[src/rtl/scan_loader.sv]
// Scan-chain loader: fetches bitstream words and shifts them MSB-first into a
// downstream configuration scan chain. Define SCAN_LOADER_CRC_EN to add a CRC-16/CCITT-FALSE.
module scan_loader #(
  parameter int CHAIN_LEN = 16,
  parameter int WORD_W    = 8
) (
  input  logic              scan_clk,
  input  logic              rst,
  input  logic              start,
  input  logic [WORD_W-1:0] data_in,
  input  logic              data_valid,
  output logic              data_ready,
  output logic              scan_en,
  output logic              scan_in,
  output logic              busy,
  output logic              done,
  output logic [15:0]       crc
);

  localparam int CNT_W  = $clog2(CHAIN_LEN + 1);
  localparam int WCNT_W = $clog2(WORD_W + 1);
  localparam logic [CNT_W-1:0]  CHAIN_LEN_C = CNT_W'(CHAIN_LEN);
  localparam logic [WCNT_W-1:0] WORD_W_C    = WCNT_W'(WORD_W);

  typedef enum logic [1:0] {
    IDLE,
    FETCH,
    SHIFT,
    DONE
  } state_t;

  state_t             state;
  state_t             next_state;
  logic [WORD_W-1:0]  shreg;
  logic [CNT_W-1:0]   bits_left;
  logic [WCNT_W-1:0]  word_left;
  logic [WCNT_W-1:0]  word_load;
  logic               accept;

  always_ff @(posedge scan_clk) begin
    if (rst) begin
      state <= IDLE;
    end else begin
      state <= next_state;
    end
  end

  always_comb begin
    next_state = state;
    data_ready = 1'b0;
    scan_en    = 1'b0;
    busy       = 1'b1;
    done       = 1'b0;
    case (state)
      IDLE: begin
        busy = 1'b0;
        if (start) begin
          next_state = FETCH;
        end
      end
      FETCH: begin
        data_ready = 1'b1;
        if (data_valid) begin
          next_state = SHIFT;
        end
      end
      SHIFT: begin
        scan_en = 1'b1;
        if (bits_left == CNT_W'(1)) begin
          next_state = DONE;
        end else if (word_left == WCNT_W'(1)) begin
          next_state = FETCH;
        end
      end
      DONE: begin
        done       = 1'b1;
        next_state = IDLE;
      end
      default: begin
        next_state = IDLE;
      end
    endcase
  end

  assign accept  = data_valid & data_ready;
  assign scan_in = scan_en & shreg[WORD_W-1];

  // The final word of a load may be only partially used; its low bits are dropped.
  always_comb begin
    if (32'(bits_left) < 32'(WORD_W)) begin
      word_load = WCNT_W'(bits_left);
    end else begin
      word_load = WORD_W_C;
    end
  end

  always_ff @(posedge scan_clk) begin
    if (rst) begin
      shreg     <= '0;
      bits_left <= '0;
      word_left <= '0;
    end else begin
      case (state)
        IDLE: begin
          if (start) begin
            bits_left <= CHAIN_LEN_C;
          end
        end
        FETCH: begin
          if (accept) begin
            shreg     <= data_in;
            word_left <= word_load;
          end
        end
        SHIFT: begin
          shreg     <= shreg << 1;
          bits_left <= bits_left - CNT_W'(1);
          word_left <= word_left - WCNT_W'(1);
        end
        default: begin
        end
      endcase
    end
  end

`ifdef SCAN_LOADER_CRC_EN
  logic [15:0] crc_q;
  logic        crc_fb;

  assign crc_fb = crc_q[15] ^ scan_in;

  // Restart on every new load so the value covers exactly one load's bits.
  always_ff @(posedge scan_clk) begin
    if (rst) begin
      crc_q <= 16'hFFFF;
    end else if (state == IDLE && start) begin
      crc_q <= 16'hFFFF;
    end else if (state == SHIFT) begin
      crc_q <= {crc_q[14:0], 1'b0} ^ (crc_fb ? 16'h1021 : 16'h0000);
    end
  end

  assign crc = crc_q;
`else
  assign crc = 16'h0000;
`endif

endmodule

[config.mk]
export PLATFORM = sky130hd
export DESIGN_NAME = scan_loader
export DESIGN_NICKNAME = d
export VERILOG_FILES = /design/src/rtl/scan_loader.sv
export SDC_FILE = /design/constraint.sdc
export NUM_CORES = 1
export LEC_CHECK = 0
export CAP_MARGIN = 20
export CORE_MARGIN = 2
export CORE_UTILIZATION = 50
export CTS_CLUSTER_DIAMETER = 50
export DETAILED_ROUTE_END_ITERATION = 8
export PLACE_DENSITY_LB_ADDON = 0.15
export SYNTH_ARGS = -nofsm -noshare
export SYNTH_HDL_FRONTEND = slang
export SYNTH_SLANG_ARGS = --single-unit
[constraint.sdc]
create_clock -name scan_clk -period 3.2 [get_ports scan_clk]
set_input_delay 0.64 -clock scan_clk [delete_from_list [all_inputs] [get_ports scan_clk]]
set_output_delay 0.64 -clock scan_clk [all_outputs]
set_load 0.05 [all_outputs]
==> run summary, run 1 <==
## Run status
• outcome: finished clean

## Clocking
• number of buffers inserted to repair setup after CTS: 0
• Clk Latency, worst-skew pair: 0.30 ns
• post-cts sizing count: 0
• clock edge transition at the registers on the reported setup and hold paths: 0.11 ns
• root buffer cell: sky130_fd_sc_hd__clkbuf_4
• CTS HTree Levels: 1
• hold buffer count at CTS: 0
• TritonCTS clock tree: yes
• Sinks on Clock Net: 19
• clock buffer count from CTS: 3
• number of buffers between clock root and the deepest sink: 2

## Placed design
• Port Buffers: 16
• routability-driven placement congestion ratio: 0.781
• HPWL after detailed placement: 1580 um
• pre-CTS setup slack: 0.625 ns

## Synth
• dominant cell type by area after synthesis: sky130_fd_sc_hd__dfxtp_1
• cell count after synthesis: 142
• adder and majority cell fraction of the synthesized area: 4.30%
• FF+latch count, synth: 19
• number of synthesized flops with an enable pin: 0
• combinational family with the most area after synthesis: simple AND/OR/NAND/NOR gates
• most frequent cells after synthesis: 19 x sky130_fd_sc_hd__dfxtp_1, 19 x sky130_fd_sc_hd__nand2_1, 18 x sky130_fd_sc_hd__nor2_1, 16 x sky130_fd_sc_hd__buf_4, 11 x sky130_fd_sc_hd__a21oi_1
• synthesized-area fraction occupied by xor and xnor cells: 0.752%
• ys flop type: sky130_fd_sc_hd__dfxtp_1
• top cells by area, synth: sky130_fd_sc_hd__dfxtp_1 33%, sky130_fd_sc_hd__buf_4 10%, sky130_fd_sc_hd__nand2_1 6.1%
• fraction of the yosys area taken by sequential cells: 32.7%
• share of async-settable or async-resettable flops after synthesis: 0%
• Yosys warning count: 0
• multiplexer fraction of the synthesized cell area: 1.93%
• post-synthesis area per instance: 8.20 um^2
• synthesized-area fraction occupied by and/or/nand/nor cells: 22.4%
• post-synthesis cell type count: 38
• top cell type's share of synthesized area: 32.7%
• netlist area before placement: 1160 um^2
• Compound-Gate Fraction of Synth Area: 19.9%

## Power and ir drop
• static leakage: 0.000508 uW
• power share of the combinational group: 30.3%
• Pwr Density: 454 nW/um^2
• relative contribution of the clock network to total power: 21.1%
• worst vdd ir: 0.000315 V
• Internal Pwr Total: 367 uW
• sequential group share of total power: 48.6%
• overall power after layout: 578 uW
• power dissipated by switching net loads: 211 uW
• switching share of total power: 36.5%

## Floorplanning
• initial cell density of the core: 52.7%
• Placement Rows: 17
• Die Height: 52.3 um
• standard cell core area: 2210 um^2
• Die Outline Area: 2730 um^2
• I/O pin count: 33
• chip width: 52.3 um

## Drt
• met1 wire length: 1080 um
• via count: 960
• Initial DRT Pass Iterations: 4
• highest routed metal layer: met4
• routed wire length on met2: 961 um
• initial detailed-routing violation count: 42
• average via count per standard cell: 5.25
• remaining routing DRC violations: 0
• post-route ant nets: 0
• WL per Instance: 11.9 um
• Detail Route met3 WL: 112 um
• total wire length: 2170 um

## Timing
• setup tns final: 0 ns
• final slew viol count: 0
• hold_ws: 0.479 ns
• Slew @ Worst Pin: 0.713 ns
• setup slack after layout: 0.279 ns
• Clock Skews: 0.00501 ns
• final clock period utilization by the worst path: 91.3%
• RSZ-0062 raised after global routing: no
• setup-violating endpoint count in the final report: 0
• worst slew margin relative to its limit: 52.3%
• time the final worst path needs with I/O delays and setup: 2.92 ns
• maximum operating frequency: 342 MHz
• Final Hold Vio Count: 0

## Flow run
• max-capacitance violation count: 0

## GRT
• global-route wire length before repair: 3660 um
• leftover overflow at the end of global routing: 0
• all-layer global routing usage: 17.8%
• number of global-route vias before repair: 774
• maximum number of pins on one net before global-route repair: 20
• initial antenna violation count: 0

## Critical path
• Setup crit end kind: output pin
• maximum fanout count along the critical path: 15
• length in cells of the worst reg-to-reg path: 5
• Bufs and invs on worst path: 2
• category of the worst setup path launch point: register
• worst r2r dst: word_left[1]
• launch point of the critical path: state[1]
• cell-by-cell trace of the critical path: nand2b_4 > inv_1 > and2_1 > clkdlybuf4s50_1
• Crit-path slowest cell: sky130_fd_sc_hd__clkdlybuf4s50_1
• Critical Path AT: 2.28 ns
• Largest stage delay, worst path: 0.79 ns
• worst flop-to-flop path startpoint: state[0]
• R2R Setup Slk: 1.47 ns
• worst path required time: 2.56 ns
• kind of cell adding the most delay to the critical path: buffers and inverters
• class of the most critical setup path: register to output pin

## Hold path
• worst hold path startpoint: shreg[3]
• worst hold endpoint: shreg[4]
• class of the tightest hold or removal check: register to register
• number of instances on the worst hold path: 2

## Layout
• number of nets in the layout: 172
• total inserted antenna cells: 0
• P&R area growth vs syn: 9.34%
• ratio of cells with drive above 1 in the final layout: 8.39%
• post-layout util: 57.6%

[tightest hold or removal path: cells and delay by family (launching register included)]
kind | cells | cell delay [ns]
flops | 1 | 0.32
simple gates | 1 | 0.05
compound gates | 1 | 0.07
[final cells by class]
cell class / count / area [um^2]
sequential: 19 / 380
tap: 28 / 35.0
inverter: 8 / 30.0
timing repair buffer: 17 / 168
clock buffer: 4 / 26.3
fill: 198 / 938
multi-input combinational: 107 / 634
[worst max path at each step]
stage | to | cells after the start
after floorplan | done | 3
after global placement | scan_in | 4
after detailed placement | scan_in | 4
after CTS | scan_in | 4
after global routing | scan_in | 4
final | scan_in | 4
[logic make-up after synthesis]
kind of cell,count (synthesis)
buffers and inverters,31
AO/OA/AOI/OAI,32
XOR/XNOR,1
other,1
multiplexers,2
flip-flops,19
AND/OR/NAND/NOR,52
adder cells (fa/ha/maj),4
[metal layers]
layer  GRT usage, %  up-vias
met5              0        -
met4           5.13        0
met3           5.14        2
met2           26.8       33
met1           24.7      437
li1               -      488
[through the flow]
stage	std cells	instance area, um^2
3_5_place_dp	179	1250
6_report	183	1270
4_1_cts	183	1270
2_1_floorplan	157	1220
5_1_grt	183	1270
3_3_place_gp	179	1250
[power groups by stage]
stage	clock network [uW]	registers, uW	logic, uW
5_1_grt	140	285	189
6_report	122	281	175
3_3_place_gp	0	285	172
4_1_cts	125	280	175
3_5_place_dp	0	286	174
2_1_floorplan	0	277	164
[cell usage in the layout, fill, tap and decap left out]
| master | Yosys | routed |
|---|---|---|
| sky130_fd_sc_hd__nand2b_4 | 1 | 1 |
| sky130_fd_sc_hd__mux2_2 | 2 | 2 |
| sky130_fd_sc_hd__a22oi_1 | 1 | 1 |
| sky130_fd_sc_hd__a211oi_1 | 2 | 2 |
| sky130_fd_sc_hd__or2_2 | 1 | 1 |
| sky130_fd_sc_hd__o21ai_4 | 1 | 1 |
| sky130_fd_sc_hd__dfxtp_1 | 19 | 19 |
| sky130_fd_sc_hd__and3_1 | 1 | 1 |
| sky130_fd_sc_hd__inv_2 | 1 | 1 |
| sky130_fd_sc_hd__nand2_2 | 1 | 1 |
| sky130_fd_sc_hd__nand3_1 | 1 | 1 |
| sky130_fd_sc_hd__nor4b_4 | 1 | 1 |
| sky130_fd_sc_hd__nor2_1 | 18 | 18 |
| sky130_fd_sc_hd__ha_1 | 4 | 4 |
| sky130_fd_sc_hd__o31ai_1 | 1 | 1 |
| sky130_fd_sc_hd__o31a_1 | 1 | 1 |
| sky130_fd_sc_hd__a311oi_1 | 8 | 8 |
| sky130_fd_sc_hd__inv_1 | 7 | 7 |
| sky130_fd_sc_hd__buf_4 | 16 | 1 |
| sky130_fd_sc_hd__a32oi_1 | 1 | 1 |
| sky130_fd_sc_hd__and4_1 | 1 | 1 |
| sky130_fd_sc_hd__and2b_1 | 1 | 1 |
| sky130_fd_sc_hd__nand2_1 | 19 | 19 |
| sky130_fd_sc_hd__or3_1 | 1 | 1 |
| sky130_fd_sc_hd__clkbuf_4 | 0 | 3 |
| sky130_fd_sc_hd__a31o_2 | 1 | 1 |
| sky130_fd_sc_hd__clkbuf_1 | 2 | 1 |
| sky130_fd_sc_hd__nand4_1 | 1 | 1 |
| sky130_fd_sc_hd__clkdlybuf4s50_1 | 0 | 16 |
| sky130_fd_sc_hd__a221oi_1 | 1 | 1 |
| sky130_fd_sc_hd__nor4_1 | 3 | 3 |
| sky130_fd_sc_hd__and2_1 | 1 | 1 |
| sky130_fd_sc_hd__xor2_1 | 1 | 1 |
| sky130_fd_sc_hd__a21oi_1 | 11 | 11 |
| sky130_fd_sc_hd__a221o_1 | 1 | 1 |
| sky130_fd_sc_hd__o21ai_0 | 3 | 3 |
| sky130_fd_sc_hd__conb_1 | 1 | 16 |
| sky130_fd_sc_hd__nand3b_1 | 1 | 1 |
[flip-flops by register name, summed over array words and instances, names as in the netlist]
| signal | cells |
|---|---|
| bits_left | 5 |
| shreg | 8 |
| state | 2 |
| word_left | 4 |
No activity file was read; power rests on OpenSTA's default activity.
==> run 2, diff against run 1 <==
CTS_CLUSTER_SIZE = 25   (was not set)
REMOVE_ABC_BUFFERS = 1   (was not set)
TNS_END_PERCENT = 100   (was not set)
==> run 2 against run 1 <==
  * Fmax fell by 1.9%
  * Setup slack got worse by 0.055 ns
  * First-iteration DRC count shrank 55%
  * Total power about the same
  * Global-route usage increased by 1.5 points
==> run summary, run 2 (same netlist as run 1, synthesis figures left out) <==
## Timing
• Slew @ Worst Pin: 0.716 ns
• Clock Skews: 0.00410 ns
• time the final worst path needs with I/O delays and setup: 2.98 ns
• setup tns final: 0 ns
• worst slew margin relative to its limit: 52.1%
• setup slack after layout: 0.224 ns
• Final Hold Vio Count: 0
• final slew viol count: 0
• hold_ws: 0.480 ns
• setup-violating endpoint count in the final report: 0
• RSZ-0062 raised after global routing: no
• maximum operating frequency: 336 MHz
• final clock period utilization by the worst path: 93.0%

## Layout
• flip-flop count of the largest register after layout: 8
• post-layout util: 57.6%
• total inserted antenna cells: 0
• biggest registers after layout: shreg x8, bits_left x5, word_left x4
• post-layout instance area: 1270 um^2
• sequential cell area: 380 um^2
• P&R area growth vs syn: 9.34%
• number of nets in the layout: 172
• filler cell count: 216
• largest register by flop count: shreg
• ratio of cells with drive above 1 in the final layout: 8.39%
• highest-count cells in the layout ignoring fill and taps: 19 x sky130_fd_sc_hd__nand2_1, 19 x sky130_fd_sc_hd__dfxtp_1, 18 x sky130_fd_sc_hd__nor2_1
• footprint of the multi-input gates: 634 um^2

## Clocking
• post-cts sizing count: 0
• Clk Latency, worst-skew pair: 0.30 ns
• Sinks on Clock Net: 19
• clock buffer count from CTS: 3
• number of buffers inserted to repair setup after CTS: 0
• CTS HTree Levels: 1
• number of buffers between clock root and the deepest sink: 2
• TritonCTS clock tree: yes
• root buffer cell: sky130_fd_sc_hd__clkbuf_4
• hold buffer count at CTS: 0
• clock edge transition at the registers on the reported setup and hold paths: 0.11 ns

## Drt
• WL per Instance: 12.4 um
• initial detailed-routing violation count: 19
• via count: 972
• Initial DRT Pass Iterations: 4
• post-route ant nets: 0
• remaining routing DRC violations: 0
• total wire length: 2270 um
• average via count per standard cell: 5.31

## Critical path
• worst flop-to-flop path startpoint: state[1]
• R2R Setup Slk: 1.47 ns
• class of the most critical setup path: register to output pin
• Setup crit end kind: output pin
• category of the worst setup path launch point: register
• cell-by-cell trace of the critical path: nand2b_4 > inv_1 > and2_1 > clkdlybuf4s50_1
• kind of cell adding the most delay to the critical path: buffers and inverters
• maximum fanout count along the critical path: 15
• length in cells of the worst reg-to-reg path: 5
• Critical Path AT: 2.34 ns
• Crit-path slowest cell: sky130_fd_sc_hd__clkdlybuf4s50_1
• Bufs and invs on worst path: 2
• worst r2r dst: bits_left[3]
• worst path required time: 2.56 ns
• Largest stage delay, worst path: 0.80 ns

## Floorplanning
• Die Height: 52.3 um
• I/O pin count: 33
• standard cell core area: 2210 um^2
• chip width: 52.3 um
• initial cell density of the core: 52.7%
• Placement Rows: 17
• Die Outline Area: 2730 um^2

## Placed design
• pre-CTS setup slack: 0.544 ns
• Port Buffers: 16
• Cell Area, Placed: 1250 um^2
• routability-driven placement congestion ratio: 0.800
• HPWL after detailed placement: 1590 um

## GRT
• maximum number of pins on one net before global-route repair: 20
• all-layer global routing usage: 19.3%
• number of global-route vias before repair: 850
• initial antenna violation count: 0
• global-route wire length before repair: 3940 um
• leftover overflow at the end of global routing: 0

## Hold path
• number of instances on the worst hold path: 2
• worst hold path startpoint: shreg[1]
• worst hold endpoint: shreg[2]
• class of the tightest hold or removal check: register to register

## Run status
• outcome: finished clean

## Power and ir drop
• static leakage: 0.000507 uW
• worst vdd ir: 0.000367 V
• Pwr Density: 454 nW/um^2

## Flow run
• max-capacitance violation count: 0

[run 2: cell counts in the layout (fill, tap and decap cells not counted)]
Identical to the previous run, type by type.
[run 2: where the power goes]
group | internal, uW | total [uW] | switching (uW) | leakage, uW
combinational | 60.9 | 176 | 115 | 0.000336
sequential | 258 | 281 | 23.2 | 0.000155
clock | 48.6 | 122 | 73.0 | 0.0000150
total | 367 | 578 | 211 | 0.000507
[run 2: cell type report]
class | count | area share (%)
multi-input combinational | 107 | 49.8
inverter | 8 | 2.36
clock buffer | 4 | 2.06
tap | 28 | 2.75
timing repair buffer | 17 | 13.2
sequential | 19 | 29.9
[run 2: worst max path at each step]
stage	start	endpoint	cells after the start
floorplan	state[1]	scan_in	3
CTS	state[1]	scan_in	4
global placement	state[1]	scan_in	4
detailed placement	state[1]	scan_in	4
global route	state[1]	scan_in	4
finish	state[1]	scan_in	4
[run 2: metal layers]
metal / vias to the layer above / part of all wire (%) / wire length [um] / track usage [%]
met5: - / 0 / 0 / 0
met4: 0 / 0.62 / 14 / 2.56
met3: 2 / 7.5 / 171 / 6.29
met2: 31 / 47 / 1070 / 32.7
met1: 446 / 45 / 1020 / 24.6
li1: 493 / - / - / -
[run 2: worst register-to-register path: cells and delay by family (launching register included)]
kind | cells | cell delay [ns]
flops | 1 | 0.69
simple gates | 3 | 0.40
mux | 1 | 0.37
buf+inv | 1 | 0.21
[run 2: through the flow]
step	instances	total power, uW
3_5_place_dp	179	460
4_1_cts	183	582
6_report	183	578
5_1_grt	183	620
3_3_place_gp	179	458
2_1_floorplan	134	413
==> run 3, diff against run 2 <==
CORE_UTILIZATION = 49   (was 50)
CTS_BUF_LIST = sky130_fd_sc_hd__clkbuf_4 sky130_fd_sc_hd__clkbuf_8   (was not set)
GPL_TIMING_DRIVEN = 1   (was not set)
clock period = 3.15 ns   (was 3.2 ns; I/O delays follow)
==> run 3 against run 2 <==
  * Clock-buffer cell count stayed put
  * Register-to-register slack better by 0.10 ns
  * Combinational power is 4% higher
  * Clock skew hardly changed
  * Cell count is 0.55% higher
  * Total power is 2.8% higher
  * Highest routed layer unchanged
  * Critical path depth stayed put
  * Largest power group unchanged
  * Global-route usage is 1.1 points lower
  * Sequential power hardly changed
  * Non-clock buffer count is 1 higher
==> run summary, run 3 (same netlist as run 1, synthesis figures left out) <==
## Drt
• remaining routing DRC violations: 0
• post-route ant nets: 0
• initial detailed-routing violation count: 33
• WL per Instance: 12.2 um
• via count: 960
• total wire length: 2250 um
• Initial DRT Pass Iterations: 4
• average via count per standard cell: 5.22

## Timing
• Clock Skews: 0.00382 ns
• setup-violating endpoint count in the final report: 0
• setup tns final: 0 ns
• maximum operating frequency: 355 MHz
• hold_ws: 0.481 ns
• time the final worst path needs with I/O delays and setup: 2.82 ns
• final slew viol count: 0
• setup slack after layout: 0.331 ns
• Slew @ Worst Pin: 0.713 ns
• final clock period utilization by the worst path: 89.5%
• Final Hold Vio Count: 0
• worst slew margin relative to its limit: 52.3%
• RSZ-0062 raised after global routing: no

## Floorplanning
• Placement Rows: 17
• Die Height: 52.8 um
• initial cell density of the core: 52.2%
• I/O pin count: 33
• standard cell core area: 2230 um^2
• chip width: 52.8 um
• Die Outline Area: 2780 um^2

## Layout
• largest register by flop count: shreg
• flip-flop count of the largest register after layout: 8
• P&R area growth vs syn: 10.3%
• highest-count cells in the layout ignoring fill and taps: 19 x sky130_fd_sc_hd__nand2_1, 19 x sky130_fd_sc_hd__dfxtp_1, 18 x sky130_fd_sc_hd__nor2_1
• ratio of cells with drive above 1 in the final layout: 9.62%
• post-layout instance area: 1280 um^2
• sequential cell area: 380 um^2
• filler cell count: 227
• footprint of the multi-input gates: 634 um^2
• total inserted antenna cells: 0
• number of nets in the layout: 173
• biggest registers after layout: shreg x8, bits_left x5, word_left x4

## Power and ir drop
• static leakage: 0.000515 uW
• power share of the combinational group: 30.8%
• Internal Pwr Total: 383 uW
• sequential group share of total power: 47.4%
• worst vdd ir: 0.000397 V
• relative contribution of the clock network to total power: 21.8%
• power dissipated by switching net loads: 212 uW
• Pwr Density: 462 nW/um^2
• switching share of total power: 35.6%

## Critical path
• kind of cell adding the most delay to the critical path: buffers and inverters
• category of the worst setup path launch point: register
• Critical Path AT: 2.19 ns
• Largest stage delay, worst path: 0.79 ns
• cell-by-cell trace of the critical path: nand2b_4 > inv_1 > and2_1 > clkdlybuf4s50_1
• maximum fanout count along the critical path: 12
• class of the most critical setup path: register to output pin
• worst path required time: 2.52 ns
• Crit-path slowest cell: sky130_fd_sc_hd__clkdlybuf4s50_1
• Bufs and invs on worst path: 2
• Setup crit end kind: output pin

## Placed design
• routability-driven placement congestion ratio: 0.800
• HPWL after detailed placement: 1620 um
• Port Buffers: 16
• Cell Area, Placed: 1250 um^2
• pre-CTS setup slack: 0.673 ns

## Clocking
• Sinks on Clock Net: 19
• Clk Latency, worst-skew pair: 0.29 ns
• CTS HTree Levels: 1
• number of buffers inserted to repair setup after CTS: 0
• TritonCTS clock tree: yes
• clock edge transition at the registers on the reported setup and hold paths: 0.10 ns
• root buffer cell: sky130_fd_sc_hd__clkbuf_4
• post-cts sizing count: 0
• number of buffers between clock root and the deepest sink: 2
• clock buffer count from CTS: 3
• hold buffer count at CTS: 0

## GRT
• global-route wire length before repair: 3760 um
• number of global-route vias before repair: 843
• maximum number of pins on one net before global-route repair: 20
• all-layer global routing usage: 18.2%
• initial antenna violation count: 0
• leftover overflow at the end of global routing: 0

## Run status
• outcome: finished clean

## Hold path
• class of the tightest hold or removal check: register to register

## Flow run
• max-capacitance violation count: 0

run 3: changes by cell type in the layout (fill, tap and decap cells not counted):
cell,previous run,this run
sky130_fd_sc_hd__clkbuf_1,1,0
sky130_fd_sc_hd__buf_4,1,2
sky130_fd_sc_hd__clkbuf_4,3,4
run 3: power groups by stage:
stage                     logic, uW  registers, uW  clock network, uW
after CTS                       183            282                137
after global routing            200            286                147
after detailed placement        183            287                  0
after global placement          179            286                  0
final                           183            282                129
after floorplan                 134            285                  0
run 3: cell type report:
class / count / area share, %
multi-input cells: 107 / 49.4
repair buffers: 18 / 13.6
flip-flops and latches: 19 / 29.6
clock buffers: 4 / 2.34
inverters: 8 / 2.34
well taps: 28 / 2.73
run 3: worst paths after layout:
path,start,to,slack (ns),depth (start not counted)
setup / recovery,state[0],scan_in,0.33,4
hold / removal,shreg[1],shreg[2],0.48,2
hold reg to reg,shreg[1],shreg[2],0.48,2
setup reg to reg,state[0],word_left[3],1.57,4
run 3: metrics by stage:
step / power [uW] / std cells / util, %
CTS: 602 / 184 / 57.5
detailed placement: 470 / 180 / 56.2
finish: 594 / 184 / 57.5
global route: 633 / 184 / 57.5
global placement: 466 / 180 / 56.2
floorplan: 419 / 134 / -
run 3: routing by layer:
layer	share of wire (%)	vias to the layer above	global-route usage (%)	wire [um]
li1	-	490	-	-
met1	47	440	23.2	1060
met2	48	28	30.4	1080
met3	4.3	2	5.14	96
met4	0.93	0	3.85	21
met5	0	-	0	0
run 3: worst register-to-register path, stage by stage (launching register included):
cell                      delay [ns]
sky130_fd_sc_hd__dfxtp_1        0.57
sky130_fd_sc_hd__nand2_2        0.18
sky130_fd_sc_hd__o21ai_4        0.37
sky130_fd_sc_hd__a21oi_1        0.12
sky130_fd_sc_hd__nor4_1         0.26
